===== config.mk =====
export PLATFORM = sky130hd
export DESIGN_NAME = bus_mm_rr
export DESIGN_NICKNAME = d
export VERILOG_FILES = /design/src/rtl/bus_pkg.sv /design/src/rtl/bus_rr_arbiter.sv /design/src/rtl/bus_mm_rr.sv
export SDC_FILE = /design/constraint.sdc
export NUM_CORES = 1
export LEC_CHECK = 0
export CORE_AREA = 3 3 97 99
export DETAILED_ROUTE_END_ITERATION = 8
export DIE_AREA = 0 0 100 102
export PLACE_DENSITY = 0.64
export SLEW_MARGIN = 20
export SYNTH_ARGS = -nofsm -noshare
export SYNTH_HDL_FRONTEND = slang
export SYNTH_HIERARCHICAL = 1
export SYNTH_SLANG_ARGS = --single-unit

===== constraint.sdc =====
create_clock -name clk -period 2.5 [get_ports clk]
set_input_delay 0.625 -clock clk [delete_from_list [all_inputs] [get_ports clk]]
set_output_delay 0.625 -clock clk [all_outputs]
set_load 0.05 [all_outputs]

===== src/rtl/bus_pkg.sv =====
// Shared types, constants and helpers for the multi-master round-robin bus.
// Address page = addr >> PAGE_LSB; page j+1 maps to slave j.
package bus_pkg;

    typedef enum logic {IDLE, BUSY} state_e;

    localparam int PAGE_LSB = 8;
    localparam int MAX_S    = 15;
    localparam int OH_W     = MAX_S + 1;
    localparam int ADDR_MAX = 64;

    typedef struct packed {
        logic       vld;
        logic [3:0] idx;
    } sel_t;

    function automatic logic [MAX_S-1:0] decode(input logic [ADDR_MAX-1:0] addr,
                                                input int                  n_s);
        logic [ADDR_MAX-1:0] page;
        logic [MAX_S-1:0]    sel;
        sel  = '0;
        page = addr >> PAGE_LSB;
        for (int j = 0; j < MAX_S; j++) begin
            if (j < n_s && page == ADDR_MAX'(j + 1)) sel[j] = 1'b1;
        end
        return sel;
    endfunction

    function automatic logic [3:0] onehot2idx(input logic [OH_W-1:0] oh);
        logic [3:0] idx;
        idx = '0;
        for (int i = 0; i < OH_W; i++) begin
            if (oh[i]) idx = idx | 4'(i);
        end
        return idx;
    endfunction

endpackage


===== src/rtl/bus_rr_arbiter.sv =====
// Registered round-robin arbiter: one-hot grant, held until the owner releases,
// zero-bubble handover to the next requester after the previous owner.
module bus_rr_arbiter
    import bus_pkg::*;
#(
    parameter int N_M = 2
) (
    input  logic           clk,
    input  logic           reset,
    input  logic [N_M-1:0] req_i,
    input  logic           rel_i,
    output logic [N_M-1:0] grant_o
);

    localparam int IW = $clog2(N_M);

    state_e         state_q, state_d;
    logic [N_M-1:0] grant_q, grant_d;
    logic [IW-1:0]  last_q, last_d;
    logic [IW-1:0]  owner;
    logic [N_M-1:0] others;

    function automatic logic [N_M-1:0] rr_pick(input logic [N_M-1:0] req,
                                               input logic [IW-1:0]  base);
        logic [N_M-1:0] gnt;
        logic           found;
        logic [IW-1:0]  idx;
        gnt   = '0;
        found = 1'b0;
        for (int k = 1; k <= N_M; k++) begin
            idx = IW'((int'(base) + k) % N_M);
            if (!found && req[idx]) begin
                gnt[idx] = 1'b1;
                found    = 1'b1;
            end
        end
        return gnt;
    endfunction

    assign owner   = IW'(onehot2idx(OH_W'(grant_q)));
    assign others  = req_i & ~grant_q;
    assign grant_o = grant_q;

    // NOTE: every next-state signal gets its hold value first so no path infers a latch.
    always_comb begin
        state_d = state_q;
        grant_d = grant_q;
        last_d  = last_q;
        case (state_q)
            IDLE: begin
                if (|req_i) begin
                    grant_d = rr_pick(req_i, last_q);
                    state_d = BUSY;
                end
            end
            BUSY: begin
                if (rel_i) begin
                    last_d  = owner;
                    grant_d = rr_pick(others, owner);
                    if (!(|others)) state_d = IDLE;
                end
            end
        endcase
    end

    // NOTE: state registers use non-blocking assignments so every flop samples pre-edge values.
    always_ff @(posedge clk or posedge reset) begin
        if (reset) begin
            state_q <= IDLE;
            grant_q <= '0;
            last_q  <= IW'(N_M - 1);
        end else begin
            state_q <= state_d;
            grant_q <= grant_d;
            last_q  <= last_d;
        end
    end

endmodule


===== src/rtl/bus_mm_rr.sv =====
// Shared bus: N_M masters, N_S slaves, registered round-robin ownership, 1-cycle read return.
// Define BUS_DECERR_EN to add the registered m_err decode-error pulse.
module bus_mm_rr
    import bus_pkg::*;
#(
    parameter int N_M = 2,
    parameter int N_S = 2,
    parameter int AW  = 16,
    parameter int DW  = 32
) (
    input  logic              clk,
    input  logic              reset,
    input  logic [N_M-1:0]    m_req,
    input  logic [N_M-1:0]    m_wr,
    input  logic [N_M*AW-1:0] m_addr,
    input  logic [N_M*DW-1:0] m_dout,
    output logic [N_M-1:0]    m_grant,
    output logic [DW-1:0]     m_din,
    input  logic [N_S*DW-1:0] s_dout,
    output logic [N_S-1:0]    s_sel,
    output logic [AW-1:0]     s_addr,
    output logic              s_wr,
    output logic [DW-1:0]     s_din
`ifdef BUS_DECERR_EN
    ,
    output logic              m_err
`endif
);

    logic           has_owner;
    logic           own_wr;
    logic [AW-1:0]  own_addr;
    logic [DW-1:0]  own_dout;
    logic [N_S-1:0] sel_dec;
    logic           mapped;
    sel_t           sel_q, sel_d;

    bus_rr_arbiter #(.N_M(N_M)) u_arb (
        .clk     (clk),
        .reset   (reset),
        .req_i   (m_req),
        .rel_i   (has_owner && !(|(m_req & m_grant))),
        .grant_o (m_grant)
    );

    assign has_owner = |m_grant;

    // AND-OR owner mux; with no grant every field is zero, so page 0 decodes to no slave.
    always_comb begin
        own_wr   = 1'b0;
        own_addr = '0;
        own_dout = '0;
        for (int i = 0; i < N_M; i++) begin
            if (m_grant[i]) begin
                own_wr   = m_wr[i];
                own_addr = m_addr[i*AW +: AW];
                own_dout = m_dout[i*DW +: DW];
            end
        end
    end

    assign sel_dec = N_S'(decode(ADDR_MAX'(own_addr), N_S));
    assign mapped  = |sel_dec;

    assign s_sel  = sel_dec;
    assign s_wr   = has_owner && mapped && own_wr;
    assign s_addr = own_addr;
    assign s_din  = own_dout;

    always_comb begin
        sel_d.vld = has_owner && mapped && !own_wr;
        sel_d.idx = onehot2idx(OH_W'(sel_dec));
    end

    always_comb begin
        m_din = '0;
        for (int j = 0; j < N_S; j++) begin
            if (sel_q.vld && sel_q.idx == 4'(j)) m_din = s_dout[j*DW +: DW];
        end
    end

    always_ff @(posedge clk or posedge reset) begin
        if (reset) sel_q <= '0;
        else       sel_q <= sel_d;
    end

`ifdef BUS_DECERR_EN
    logic err_q;

    always_ff @(posedge clk or posedge reset) begin
        if (reset) err_q <= 1'b0;
        else       err_q <= has_owner && !mapped;
    end

    assign m_err = err_q;
`endif

endmodule

# Yosys cells after proc, flatten, opt, wreduce, memory -nomap -nowiden
# Cells that the tools add are included.
# word_totals
reg_bits,9
in_bits,166
output_inout_bits,85
wordCells,101
# classes
add_sub_neg,4
magnitude_cmp,8
eq_ne,5
n_mux,49
n_bitwise,6
n_reduce_logical,24
# op_table
op,count
$mux 32,4
$mux 16,2
$mux 1,27
$mux 2,10
$logic_and 1x1->1,12
$reduce_or 2->1,5
$eq 8x1->1 const B,1
$eq 8x2->1 const B,1
$lt 1x2->1 const B,4
$add 1x1->1 const B,4
$and 2x2->2,2
$demux 1 s1,4
$eq 4x1->1 const B,1
$ge 1x1->1 const B,4
$logic_not 1->1,4
$logic_not 4->1,1
$ne 2x1->1 const B,2
$or 2x2->2,2
$pmux 2 s2,1
$reduce_and 2->1,2
$not 2->2,1
$pmux 1 s2,1
$not 1->1,1

# Depth between registers and ports, before layout
# Gate-level depths: netlist of run 1.
# logic_depth
depth_word,13
mapped_depth,8
mapped_depth_nobuf,6

# Modules after synthesis
# The synthesis of run 1 kept the hierarchy.
# by_module_without_submodules
mod,n_inst,cells_each,area_per_inst_um2,seq_area_each_um2
bus_mm_rr,1,164,1258.7,50.0
bus_rr_arbiter,1,24,221.5,101.3

# Worst setup path before layout of run 1
# OpenSTA, ideal clock, no wires.
# synth_path
path_kind,reg2out
start,reg u_arb.grant_q[0] (netlist: u_arb/grant_o[0])
end,out s_sel[0]
arrival_ns,2.445
required_time_ns,1.875
setup_slack_ns,-0.570
path_stages_with_launch,4
n_path_buf,0
cell_sequence,dfrtp_1 nand2_1 or3_1 a222oi_1
# synth_between
elab_chain_len,4
# synth_rtl
item,line,source
start: declaration,bus_rr_arbiter.sv:18,"logic [N_M-1:0] grant_q, grant_d;"
start signal: assignment,bus_rr_arbiter.sv:74,grant_q <= grant_d;
$mux 16 (2 in a row),bus_mm_rr.sv:54,if (m_grant[i]) begin
$eq 8x1->1,bus_pkg.sv:24,if (j < n_s && page == ADDR_MAX'(j + 1)) sel[j] = 1'b1;
$mux 1,bus_pkg.sv:24,
end: declaration,bus_mm_rr.sv:20,"output logic [N_S-1:0] s_sel,"
# No other way between the ends.

# Worst setup path in the final report of run 1
# layout_path
start,in m_addr[12]
end,out s_sel[0]
# layout_between
elab_chain_len,4
# layout_rtl
item,line,source
start: declaration,bus_mm_rr.sv:15,"input logic [N_M*AW-1:0] m_addr,"
$mux 16 (2 in a row),bus_mm_rr.sv:54,
$eq 8x1->1,bus_pkg.sv:24,
$mux 1,bus_pkg.sv:24,
# No other way between the ends.

==> summary.md, run 1 <==
| Metric | Value |
|---|---|
| Post-Syn Area | 0.00148 mm² |
| Final setup vio count | 0 |
| Post-Route WL | 9.22 mm |
| Ant diodes | 0 |
| H-tree levels | 1 |
| Synth Flop Type | dfrtp_1 |
| CTS tree | yes |
| Tmin final | between 2 and 2.5 ns |
| Global-route wire length before repair | 13.3 mm |
| CP endpoint kind | output port |
| WS Path Type | in2out |
| DR iter-0 viols | 65 |
| Total track usage | around 17% |
| Worst EP arrival | ~1.8 ns |
| Clock root buffer | clkbuf_8 |
| Vias per cell | 4.55 |
| Hold path depth | 1 |
| Initial antenna violation count | 0 |
| Die area | about 0.01 mm² |
| Syn_area_per_cell | 7.87 µm² |
| Share of cells above drive strength 1 | 28.2% |
| FP Rows | 34 |
| Worst VDD drop | 0.000622 V |
| DR vias | 2490 |
| Critical Path RT | 1.88 ns |
| Max incr delay on CP | 0.34 ns |
| DRC violations left | 0 |
| Synth cell count leaders | 45 x a22o_1, 33 x mux2i_1, 32 x nor2b_1 |
| Net count after synthesis | about 350 |
| Core footprint | approximately 0.0086 mm² |
| Final net count | 606 |
| Slew Limit Fails | 0 |
| Post-Synthesis Cells | 188 |
| Synth top area share | about a quarter |
| Detailed Place HPWL | 8.19 mm |
| Worst slew margin | 63.9% |
| Register area share after synthesis | between 10% and 20% |
| Register area | ~160 µm² |
| Pin count of the biggest net entering global routing | 33 |
| Delay-heaviest family, CP | simple AND/OR/NAND/NOR gates |
| Area Overhead vs Synth | 241% |
| PD cells | 882 mW/mm² |
| Max stage delay cell, worst path | a222oi_1 |
| Asr flop ratio synth | 100% |
| Cell count of the worst reg-to-reg path | 6 |
| IO Pins | around 250 |
| Post-synthesis register bit count | 6 |
| Placed cell count | between 500 and 600 |
| Gr ovfl total | 0 |
| Routed Antenna Nets | 0 |
| Setup ws final | 0.0489 ns |
| CTS buffer count | 3 |
| Number of max-cap violations | 0 |
| Die Height | 102 µm |
| PortBufs | 250 |
| Area leader, netlist | a22o_1 |
| Routability cong. | 0.791 |
| Skew-Pair Late Insertion Delay | 0.23 ns |
| CTS Sinks | 6 |
| Number of synthesized flops with an enable pin | 0 |
| Clk buf depth | 2 |
| Die W | 100 µm |
| Hold Path Class | reg2reg |
| Outcome | complete, no violations |
| Yosys cell types | 32 |
| Synth warn | 6 |
| Fin crit share | 98.0% |
| Final Hold Viols | 0 |
| Most common cell in the netlist | a22o_1 |
| Crit-path max FO | 2 |
| Clk_skew | roughly 0.0047 ns |
| Synth area leaders | a22o_1 27%, mux2i_1 22%, nor2b_1 14% |
| Router iterations before antenna repair | 4 |
| Post-Layout Cell Count | 547 |
| Startpoint Class | input port |
| Max frequency | 408 MHz |
| Worst Path Buf+Inv | 3 |
| FILL cells | 743 |
| Stages on worst setup path | 6 |
| Vias in the first global route | 2572 |
| Drt wl/cell | 16.9 µm |
| RSZ-0062 raised after global routing | yes |
| Worst slack at placement | -0.420 ns |
| Multi-input logic area | 0.00125 mm² |
| Leak | about 2.0 nW |
| Chain of cells forming the critical path | buf_8 > nor4_4 > nand2_1 > a222oi_1 > buf_4 > buf_12 |
| Worst-Margin Slew | 0.542 ns |
| Reg clk slew, reported paths | roughly 0.04 ns |
| Starting density of the core | 17.1% |
## final cells by class
cell class | count | area share, %
clock buffers | 4 | 0.892
inverters | 4 | 0.297
multi-input cells | 157 | 24.7
flip-flops and latches | 6 | 3.12
well taps | 108 | 2.67
repair buffers | 268 | 68.3
## what timing repair did
action,CTS,global route
pin swaps,7,6
hold buffers,0,0
resized for setup,38,12
setup endpoints to repair,3,28
buffers inserted,2,0
## cell families after synthesis
family | Yosys count | synth area share, %
xor gates and xnor gates | 2 | 1.18
muxes | 33 | 22.3
buffers and inverters | 25 | 8.62
and+or+nand+nor | 60 | 23.5
AOI/OAI and AO/OA | 62 | 34.2
DFF | 6 | 10.2
## layout by cell type (no fill, tap or decap), types with 3 or more instances in the layout
cell type and n:
buf_12 83, buf_2 4, buf_4 18, inv_1 4
nand2_1 9, nor2b_1 32, clkbuf_8 3, o21ai_1 3
clkdlybuf4s50_1 152, mux2i_1 33, a22o_1 45, a21oi_1 3
dlygate4sd2_1 3
## per-stage QoR
| stage | power, mW | hold WS [ns] | util [%] | TNS (ns) | cell area, µm² |
|---|---|---|---|---|---|
| after floorplan | 2.29 | 0.366 | - | -0.440 | 1500 |
| after global routing | 4.62 | 0.515 | 58.5 | -0.102 | 5050 |
| after CTS | 4.49 | 0.510 | 58.3 | -0.00401 | 5040 |
| after global placement | 4.30 | 0.501 | 57.7 | -1.26 | 4980 |
| after detailed placement | 4.33 | 0.504 | 57.7 | -1.13 | 4980 |
| final | 4.46 | 0.513 | 58.5 | 0 | 5050 |
## flip-flops by register name, indices dropped and copies added, names as in the netlist
| signal | cells |
|---|---|
| sel_q | 2 |
| u_arb/grant_o | 2 |
| u_arb/last_q | 1 |
| u_arb/state_q | 1 |
## path summary, 6_finish.rpt
kind,startpoint,end,slack (ns)
setup / recovery,m_addr[12],s_sel[0],0.05
hold / removal,u_arb/last_q,u_arb/last_q,0.51
setup reg to reg,u_arb/grant_o[1],u_arb/grant_o[1],0.77
hold reg to reg,u_arb/last_q,u_arb/last_q,0.51
max in group asynchronous,reset,u_arb/last_q,1.66
min in group asynchronous,reset,sel_q[4],0.58
## where the power goes
part / internal, mW / switching (mW) / total, mW
combinational: 1.94 / 2.10 / 4.04
sequential: 0.143 / 0.110 / 0.252
clock: 0.110 / 0.0491 / 0.159
total: 2.19 / 2.26 / 4.46
## routing by layer
metal | wire [µm] | track usage, % | vias up
met3 | 1040 | 5.26 | 9
li1 | - | - | 1210
met1 | 3100 | 16.5 | 1107
met4 | 116 | 3.42 | 0
met2 | 4960 | 33.2 | 164
met5 | 0 | 0 | -
Note: power is estimated with default switching activity, not from simulation.
==> run 2, diff against run 1 <==
--- a/config.mk
+++ b/config.mk
@@ -5,10 +5,11 @@
 export SDC_FILE = /design/constraint.sdc
 export NUM_CORES = 1
 export LEC_CHECK = 0
+export CAP_MARGIN = 20
 export CORE_AREA = 3 3 97 99
 export DETAILED_ROUTE_END_ITERATION = 8
 export DIE_AREA = 0 0 100 102
-export PLACE_DENSITY = 0.64
+export PLACE_DENSITY = 0.68
 export SLEW_MARGIN = 20
 export SYNTH_ARGS = -nofsm -noshare
 export SYNTH_HDL_FRONTEND = slang
==> run 2 against run 1 <==
  * Wire length increased by 1.0%
  * Clock power decreased by 4%
  * Clock skew fell by 0.0021 ns
  * Combinational power rose by 2%
  * Core utilization up 0.55 points
  * Clock-buffer cell count did not move
  * Critical path type unchanged
  * Critical endpoint unchanged
==> summary.md, run 2 (synthesis results as in run 1) <==
| Metric | Value |
|---|---|
| Outcome | complete, no violations |
| Layout Utilization | 59.1% |
| Clk_skew | 0.00260 ns |
| Worst hold endpoint | u_arb/last_q |
| PD cells | 886 mW/mm² |
| Die Height | 102 µm |
| Vias per cell | between 4 and 5 |
| Most frequent cells in the layout | 150 x clkdlybuf4s50_1, 84 x buf_12, 45 x a22o_1, 33 x mux2i_1, 32 x nor2b_1 |
| Share of cells above drive strength 1 | 30.0% |
| Die W | approximately 100 µm |
| Routability cong. | 0.774 |
| Routed Antenna Nets | 0 |
| Worst slew margin | 64.0% |
| Gate power share | 91.0% |
| Sw power | 2.29 mW |
| FP Rows | 34 |
| Reg clk slew, reported paths | 0.03 ns |
| Final net count | between 600 and 700 |
| Router iterations before antenna repair | 4 |
| Hold buffers post-CTS | 0 |
| Die area | 0.0102 mm² |
| DR vias | 2517 |
| Hold Path Class | reg2reg |
| Worst EP arrival | 1.86 ns |
| Initial antenna violation count | 0 |
| Max frequency | approximately 400 MHz |
| Vias in the first global route | ~2600 |
| DRC violations left | 0 |
| Pin count of the biggest net entering global routing | 43 |
| Max stage delay cell, worst path | a222oi_1 |
| Final Hold Viols | 0 |
| Total track usage | 16.9% |
| Startpoint Class | input port |
| Int Pwr | 2.23 mW |
| Clock root buffer | clkbuf_8 |
| Global-route wire length before repair | 13.8 mm |
| Starting density of the core | 17.1% |
| Core footprint | 0.00864 mm² |
| Hold path depth | 1 |
| PortBufs | 250 |
| Cell count of the worst reg-to-reg path | 6 |
| Critical Path RT | 1.88 ns |
| Final setup vio count | 0 |
| Slew Limit Fails | 0 |
| Ant diodes | 0 |
| FF-to-FF End | u_arb/grant_o[1] |
| H-tree levels | 1 |
| CTS Sinks | 6 |
| Drt wl/cell | 16.9 µm |
| IO Pins | 251 |
| Chain of cells forming the critical path | buf_6 > nor4_4 > nand2_1 > a222oi_1 > buf_4 > buf_12 |
| FILL cells | 739 |
| Tmin final | roughly 2.5 ns |
| Net Sw Frac | 50.6% |
| Skew-Pair Late Insertion Delay | 0.23 ns |
| Commonest non-fill, non-tap cell in the layout | clkdlybuf4s50_1 |
| Clk buf depth | 2 |
| Max incr delay on CP | around 0.41 ns |
| Fin crit share | 99.5% |
| Sequential power share | 5.6% |
| CTS buffer count | 3 |
| Clock power frac | 3.4% |
| Worst r2r src | u_arb/grant_o[1] |
| Detailed Place HPWL | 8.24 mm |
| Setup TNS | 0 ns |
| CP endpoint kind | output port |
| Worst-Margin Slew | 0.540 ns |
| Worst VDD drop | 0.000607 V |
| R2R setup slack | 0.76 ns |
| WS Path Type | in2out |
| DR iter-0 viols | 49 |
| Gr ovfl total | 0 |
| Post-Route WL | 9.32 mm |
| Leak | between 2 and 2.5 nW |
| HP Start | u_arb/last_q |
| RSZ-0062 raised after global routing | yes |
| Crit-path max FO | 2 |
| Area Overhead vs Synth | 245% |
| CTS tree | yes |
| Number of max-cap violations | 0 |
[run 2: cell count changes in the layout (fill, tap and decap cells not counted), moves of 2 or more]
cell	change
buf_4	+3
buf_6	+3
dlygate4sd2_1	+3
clkdlybuf4s15_1	-2
clkdlybuf4s50_1	-2
dlymetal6s2s_1	-2
nand2_1	-2
nand2_2	+2
[run 2: final cells by class]
class / instances / area [µm²] / area share [%]
repair buffers: 272 / 3490 / 68.4
clock buffers: 4 / 45.0 / 0.883
flip-flops and latches: 6 / 158 / 3.09
inverters: 4 / 15.0 / 0.294
well taps: 108 / 135 / 2.65
multi-input cells: 157 / 1260 / 24.7
[run 2: power by group through the flow]
stage / Clock [mW] / Combinational (mW) / Sequential [mW]
2_1_floorplan: 0 / 2.10 / 0.196
3_3_place_gp: 0 / 4.07 / 0.243
3_5_place_dp: 0 / 4.11 / 0.248
4_1_cts: 0.154 / 4.12 / 0.250
5_1_grt: 0.165 / 4.25 / 0.261
6_report: 0.153 / 4.11 / 0.252
[run 2: metal layers]
metal	part of all wire [%]	vias up	global-route usage (%)	wire, µm
met4	1.7	0	3.63	159
met5	0	-	0	0
li1	-	1215	-	-
met2	56	165	35.6	5250
met3	10	10	3.82	962
met1	32	1127	16.4	2950
[run 2: how the worst max path moves through the flow]
stage,from,endpoint,depth (start not counted)
after detailed placement,m_addr[29],s_sel[1],7
after global placement,m_addr[30],s_sel[1],7
final,m_addr[11],s_sel[0],6
after global routing,m_addr[30],s_sel[1],7
after floorplan,m_addr[14],s_sel[0],3
after CTS,m_addr[11],s_sel[1],6
[run 2: what timing repair did]
| item | 4_1_cts | 5_1_grt |
|---|---|---|
| buffers inserted | 1 | 4 |
| resized for setup | 54 | 8 |
| pin swaps | 8 | 5 |
| cloned | 0 | 0 |
| endpoints found under the setup margin | 4 | 26 |
[run 2: worst max-delay path: cells and delay by family]
| kind | cells | cell delay (ns) |
|---|---|---|
| AOI/OAI and AO/OA | 1 | 0.41 |
| buffers and inverters | 3 | 0.42 |
| and+or+nand+nor | 2 | 0.41 |
[run 2: metrics by stage]
stage	cells	hold slack (ns)	setup WS [ns]	power [mW]	cell area [µm²]
final	551	0.511	0.0120	4.52	5100
after global routing	551	0.522	-0.0481	4.68	5100
after CTS	547	0.511	0.00734	4.52	5060
after detailed placement	542	0.505	-0.457	4.36	5000
after global placement	542	0.502	-0.406	4.31	5000
after floorplan	188	0.366	-0.440	2.29	1500
